==> config.mk <==
export PLATFORM = sky130hd
export DESIGN_NAME = conv_sched
export DESIGN_NICKNAME = d
export VERILOG_FILES = /design/src/rtl/conv_sched.sv
export SDC_FILE = /design/constraint.sdc
export NUM_CORES = 1
export LEC_CHECK = 0
export BUFFER_PORTS_ARGS = -buffer_cell sky130_fd_sc_hd__buf_2
export CORE_UTILIZATION = 52
export CTS_BUF_LIST = sky130_fd_sc_hd__clkbuf_16
export DETAILED_ROUTE_END_ITERATION = 12
export PLACE_DENSITY = 0.75
export SYNTH_ARGS = -nofsm -noshare
export SYNTH_HDL_FRONTEND = slang
export SYNTH_SLANG_ARGS = --single-unit
export TNS_END_PERCENT = 10
==> constraint.sdc <==
create_clock -name clk -period 2.65 [get_ports clk]
set_input_delay 0.3975 -clock clk [delete_from_list [all_inputs] [get_ports clk]]
set_output_delay 0.3975 -clock clk [all_outputs]
set_load 0.005 [all_outputs]
==> src/rtl/conv_sched.sv <==
// conv_sched: job sequencer for the multi-lane 3x3 convolution core.
//
// Walks the valid-convolution output grid of one feature map (OW = cfg_w-2
// by OH = cfg_h-2) in row-major order, one group of CORE_N adjacent output
// columns per cycle. It issues each group to the window loader and core.
// A delay line of depth CORE_LAT regenerates valid and position tags that
// line up with the core's output. A credit counter sized to the downstream
// result buffer throttles issue so the free-running core never overruns it.
//
// Ports:
//   clk, rst          rising-edge clock, synchronous active-high reset
//   start             one-cycle job request (sampled only when idle)
//   cfg_w, cfg_h      input image width/height, captured on accepted start
//   hold              loader not ready; blocks issue this cycle
//   out_ack           downstream consumed one result group (returns a credit)
//   busy              job in progress (RUN or DRAIN)
//   done, err         one-cycle completion pulse; err marks an illegal config
//   iss_vld/row/col/mask  group issued this cycle and its position/lane mask
//   res_vld/row/col/mask  tags aligned to the core result, CORE_LAT later
module conv_sched #(
    parameter int CORE_N     = 4,
    parameter int CORE_LAT   = 4,
    parameter int DIM_W      = 8,
    parameter int FIFO_DEPTH = 8
) (
    input  logic              clk,
    input  logic              rst,
    input  logic              start,
    input  logic [DIM_W-1:0]  cfg_w,
    input  logic [DIM_W-1:0]  cfg_h,
    input  logic              hold,
    input  logic              out_ack,
    output logic              busy,
    output logic              done,
    output logic              err,
    output logic              iss_vld,
    output logic [DIM_W-1:0]  iss_row,
    output logic [DIM_W-1:0]  iss_col,
    output logic [CORE_N-1:0] iss_mask,
    output logic              res_vld,
    output logic [DIM_W-1:0]  res_row,
    output logic [DIM_W-1:0]  res_col,
    output logic [CORE_N-1:0] res_mask
);

    localparam int CRD_W = $clog2(FIFO_DEPTH + 1);

    typedef enum logic [1:0] {S_IDLE, S_RUN, S_DRAIN, S_DONE} state_t;

    state_t            state, state_nxt;
    logic [DIM_W-1:0]  ow, oh, row, col;
    logic [DIM_W-1:0]  last_row, last_col;
    logic [CORE_N-1:0] last_mask, mask;
    logic [CRD_W-1:0]  credits;
    logic              err_flag;
    logic              cfg_ok, issue, row_end, last_grp, pending;

    // Tag delay line; index CORE_LAT-1 is the stage aligned with the core output.
    logic [CORE_LAT-1:0] vld_p;
    logic [DIM_W-1:0]    row_p  [CORE_LAT];
    logic [DIM_W-1:0]    col_p  [CORE_LAT];
    logic [CORE_N-1:0]   mask_p [CORE_LAT];

    assign cfg_ok   = (cfg_w >= DIM_W'(3)) && (cfg_h >= DIM_W'(3));
    assign issue    = (state == S_RUN) && !hold && (credits != '0);
    assign row_end  = ({1'b0, col} + (DIM_W+1)'(CORE_N)) >= {1'b0, ow};
    assign last_grp = row_end && (row == oh - DIM_W'(1));
    // Entries still in flight after this edge, ignoring the one leaving now.
    assign pending  = (vld_p & ~(CORE_LAT'(1) << (CORE_LAT - 1))) != '0;

    always_comb begin
        mask = '0;
        for (int i = 0; i < CORE_N; i++)
            mask[i] = ({1'b0, col} + (DIM_W+1)'(i)) < {1'b0, ow};
    end

    // ---- FSM: state register ----
    always_ff @(posedge clk) begin
        if (rst) state <= S_IDLE;
        else     state <= state_nxt;
    end

    // ---- FSM: next state ----
    always_comb begin
        state_nxt = state;
        case (state)
            S_IDLE:  if (start) state_nxt = cfg_ok ? S_RUN : S_DONE;
            S_RUN:   if (issue && last_grp) state_nxt = S_DRAIN;
            S_DRAIN: if (!pending) state_nxt = S_DONE;
            S_DONE:  state_nxt = S_IDLE;
            default: state_nxt = S_IDLE;
        endcase
    end

    // ---- FSM: outputs ----
    always_comb begin
        busy = (state == S_RUN) || (state == S_DRAIN);
        done = (state == S_DONE);
        err  = (state == S_DONE) && err_flag;
    end

    // Issue fields hold their last issued values while stalled.
    always_comb begin
        iss_vld  = issue;
        iss_row  = issue ? row  : last_row;
        iss_col  = issue ? col  : last_col;
        iss_mask = issue ? mask : last_mask;
    end

    // ---- Stage p0: job geometry and grid position ----
    always_ff @(posedge clk) begin
        if (rst) begin
            ow       <= '0;
            oh       <= '0;
            row      <= '0;
            col      <= '0;
            err_flag <= 1'b0;
        end else if (state == S_IDLE && start) begin
            ow       <= cfg_w - DIM_W'(2);
            oh       <= cfg_h - DIM_W'(2);
            row      <= '0;
            col      <= '0;
            err_flag <= !cfg_ok;
        end else if (issue) begin
            if (row_end) begin
                col <= '0;
                row <= row + DIM_W'(1);
            end else begin
                col <= col + DIM_W'(CORE_N);
            end
        end
    end

    // Credits: issue and ack in the same cycle cancel; ack while full is dropped.
    always_ff @(posedge clk) begin
        if (rst) begin
            credits <= CRD_W'(FIFO_DEPTH);
        end else if (state == S_IDLE && start) begin
            credits <= CRD_W'(FIFO_DEPTH);
        end else if (issue && !out_ack) begin
            credits <= credits - CRD_W'(1);
        end else if (!issue && out_ack && credits < CRD_W'(FIFO_DEPTH)) begin
            credits <= credits + CRD_W'(1);
        end
    end

    always_ff @(posedge clk) begin
        if (rst) begin
            last_row  <= '0;
            last_col  <= '0;
            last_mask <= '0;
        end else if (issue) begin
            last_row  <= row;
            last_col  <= col;
            last_mask <= mask;
        end
    end

    // ---- Stages p0..p(CORE_LAT-1): tag delay line matching core latency ----
    always_ff @(posedge clk) begin
        if (rst) begin
            vld_p <= '0;
            for (int i = 0; i < CORE_LAT; i++) begin
                row_p[i]  <= '0;
                col_p[i]  <= '0;
                mask_p[i] <= '0;
            end
        end else begin
            vld_p[0]  <= issue;
            row_p[0]  <= issue ? row  : '0;
            col_p[0]  <= issue ? col  : '0;
            mask_p[0] <= issue ? mask : '0;
            for (int i = 1; i < CORE_LAT; i++) begin
                vld_p[i]  <= vld_p[i-1];
                row_p[i]  <= row_p[i-1];
                col_p[i]  <= col_p[i-1];
                mask_p[i] <= mask_p[i-1];
            end
        end
    end

    assign res_vld  = vld_p[CORE_LAT-1];
    assign res_row  = row_p[CORE_LAT-1];
    assign res_col  = col_p[CORE_LAT-1];
    assign res_mask = mask_p[CORE_LAT-1];

endmodule
==> impl_results.md <==
* Outcome: complete, but fails checks
* Violated checks: negative setup slack
* EDFF count, synth at 0
* GPL Wtd Cong at 0.866
* Core outline area at 0.0103 mm²
* Vias/cell at 5.15
* # clock sinks at 133
* Worst-Skew Late Latency at 0.42 ns
* Post-route worst setup slack at -0.0544 ns
* CP required at 2.25 ns
* DR vias at 4,117
* Clock Skews at 0.00809 ns
* Die outline width at 105 µm
* Max Cap Viol at 0
* P&R area growth vs syn at 20.9%
* Post-layout minimum cycle time at 2.70 ns
* Final Cycle Share at 1.02
* FF+latch count, synth at 133
* Diodes inserted at 0
* Power Internal at 4.17 mW
* Clk pwr share at 0.381
* Worst Max-Slew Pin Slew at 0.672 ns
* Placement Cell Area at 0.00596 mm²
* Mapped Cells at 588
* Die Ht at 105 µm
* First-pass GRT wire length at 17.9 mm
* IR drop worst, VDD at 0.000433 V
* CTS Root Cell: clkbuf_16
* Rel. slew slack at 0.552
* LEAKAGE at 2.92 nW
* Post-route cell area at 0.00672 mm²
* Sw Share at 0.302
* Slew Limit Fails at 0
* Setup crit start kind: register
* Final WL at 10.8 mm
* Filler cells at 782
* GRT Util Overall at 0.205
* Largest net degree at the start of global routing at 75
* Initial DRT Pass Iterations at 5
* Initial drt markers at 269
* Wire per inst at 13.5 µm
* Reg power frac at 0.375
* Hpwl dp at 7.28 mm
* Clock-pin slew on the worst setup and hold paths at 0.06 ns
* Post-CTS Hold Fix Bufs at 0
* Crit. End Element: output port
* Gr ovfl total at 0
* Hold Crit Class: in -> reg
* Unrepaired setup endpoints after global routing: yes
* Prevailing post-synth register cell: dfxtp_1
* Combinational share of power at 0.244
* Clk buf depth at 2
* Row cnt at 37
* Syn_area_per_cell at 9.45 µm²
* CTS buffer count at 17
* Pwr Total at 5.97 mW
* Sw Pwr at 1.81 mW
* Fmax at 370 MHz
* Post-synth ARST share at 0
* Hold Violations, Final at 0
* Critical path type: reg -> out
* Num ports at 66
* Worst-path maximum fanout at 3
* Cell Area, Synth at 0.00556 mm²
* WHS at 0.227 ns
* Pwr dens at 889 mW/mm²
* Setup Viol. Count Final at 1
* Worst Path Arrival at 2.31 ns
* Drt drc at 0
* CTS HTree Levels at 4
* Number of port buffers at 63
* Setup_tns at -0.0544 ns
* Antenna viol nets, final at 0
* Ys Warns at 0
* Die ar. at 0.0111 mm²
* Initial antenna violation count at 0
* Vias in the first global route at 4,016
* Initial core utilization at 0.538
* Distinct cells, synth at 60
* Share of cells above drive strength 1 at 0.218
* CTS tree: built
* Nets at 707
* Sequential area share after synthesis at 0.479
flip-flops by register name, indices dropped and copies added (netlist names), 4 cells and up:
register,cells
last_row,8
ow,8
row,8
col_p,24
last_mask,4
vld_p,4
col,6
last_col,8
oh,8
mask_p,16
row_p,32
credits,4
Yosys cell counts, drive strengths merged, types with 8 or more instances:
| master | instances | area share |
|---|---|---|
| a211oi | 25 | 0.036 |
| a21oi | 27 | 0.025 |
| and2 | 17 | 0.020 |
| buf | 13 | 0.012 |
| clkbuf | 23 | 0.016 |
| dfxtp | 133 | 0.48 |
| ha | 34 | 0.077 |
| inv | 23 | 0.016 |
| nand2 | 54 | 0.036 |
| nand3 | 8 | 0.0072 |
| nor2 | 50 | 0.034 |
| nor2b | 65 | 0.073 |
| nor3 | 12 | 0.012 |
| o21a | 8 | 0.011 |
| o21ai | 8 | 0.0072 |
| xnor2 | 14 | 0.022 |
| xor2 | 16 | 0.025 |
worst max-delay path: stages (launching register included):
cell	delay, ns
dfxtp_2	0.33
buf_6	0.12
ha_4	0.21
nor2b_4	0.12
o21a_1	0.19
o21ai_2	0.12
a31oi_2	0.11
or4_4	0.50
nand2_2	0.07
buf_2	0.10
cell families (layout without fill, tap and decap cells):
kind of cell | count (synthesis) | in the layout | share of synthesized area
AO/OA/AOI/OAI | 95 | 95 | 0.124
buffers and inverters | 59 | 134 | 0.0430
XOR/XNOR | 30 | 30 | 0.0473
adder cells (fa/ha/maj) | 35 | 35 | 0.0801
flip-flops | 133 | 133 | 0.479
other | 1 | 2 | 0.000675
multiplexers | 4 | 4 | 0.00743
AND/OR/NAND/NOR | 231 | 231 | 0.218
final cells by class:
type,count,area [µm²],area share
multi-input cells,397,2760,0.411
flip-flops and latches,133,2670,0.397
repair buffers,79,452,0.0672
clock buffers,17,425,0.0633
well taps,136,170,0.0253
clock inverters,15,155,0.0231
inverters,23,88.8,0.0132
power groups by stage:
stage / registers [mW] / clock network, mW / logic [mW]
3_3_place_gp: 2.26 / 0 / 1.22
3_5_place_dp: 2.27 / 0 / 1.28
5_1_grt: 2.25 / 2.40 / 1.60
4_1_cts: 2.23 / 2.30 / 1.36
6_report: 2.24 / 2.27 / 1.46
2_1_floorplan: 2.24 / 0 / 0.999
worst paths after layout:
check                              start  cells after the start  slack [ns]                      to
setup / recovery     col[2]$_SDFFE_PP0P_                      9       -0.05             iss_mask[3]
hold / removal                  cfg_w[1]                      2        0.23      ow[1]$_SDFFE_PP0P_
setup reg to reg     col[2]$_SDFFE_PP0P_                     10        0.02     col[5]$_SDFFE_PP0P_
hold reg to reg   row_p[0][4]$_SDFF_PP0_                      1        0.43  row_p[1][4]$_SDFF_PP0_
metal layers:
layer  vias to the layer above  wire, µm  track usage
met2                       101      5260        0.346
met4                         0       218       0.0996
met1                      1891      4870        0.239
li1                       2101         -            -
met3                        24       470       0.0575
met5                         -         0            0
cells in the final DEF, fill, tap and decap left out, types with 3 or more instances in the layout:
master,n
ha_1,32
mux2i_1,3
or4_4,3
dfxtp_1,131
o21ai_0,5
nor2b_1,64
a21oi_2,3
nand4_1,3
a211oi_1,23
inv_6,4
nand2_1,53
a21o_1,3
nor2_1,49
clkinvlp_4,4
and2_1,16
or3_1,4
a22oi_1,7
nand3_1,7
buf_4,14
xor2_1,16
inv_1,21
nor3_1,11
buf_2,63
xnor2_1,14
a21oi_1,24
clkbuf_16,17
o21a_1,8
through the flow:
stage,cells,setup slack (ns),utilization
2_1_floorplan,589,0.189,-
3_3_place_gp,761,0.184,0.578
3_5_place_dp,761,0.0686,0.578
4_1_cts,797,-0.0969,0.641
5_1_grt,800,-0.120,0.651
6_report,800,-0.0544,0.651
timing repair:
| item | 4_1_cts | 5_1_grt |
|---|---|---|
| endpoints found under the setup margin | 11 | 24 |
| setup buffers | 4 | 3 |
| pin swaps | 8 | 12 |
| gates resized for setup | 13 | 17 |
Power figures use the tool's default switching activity.
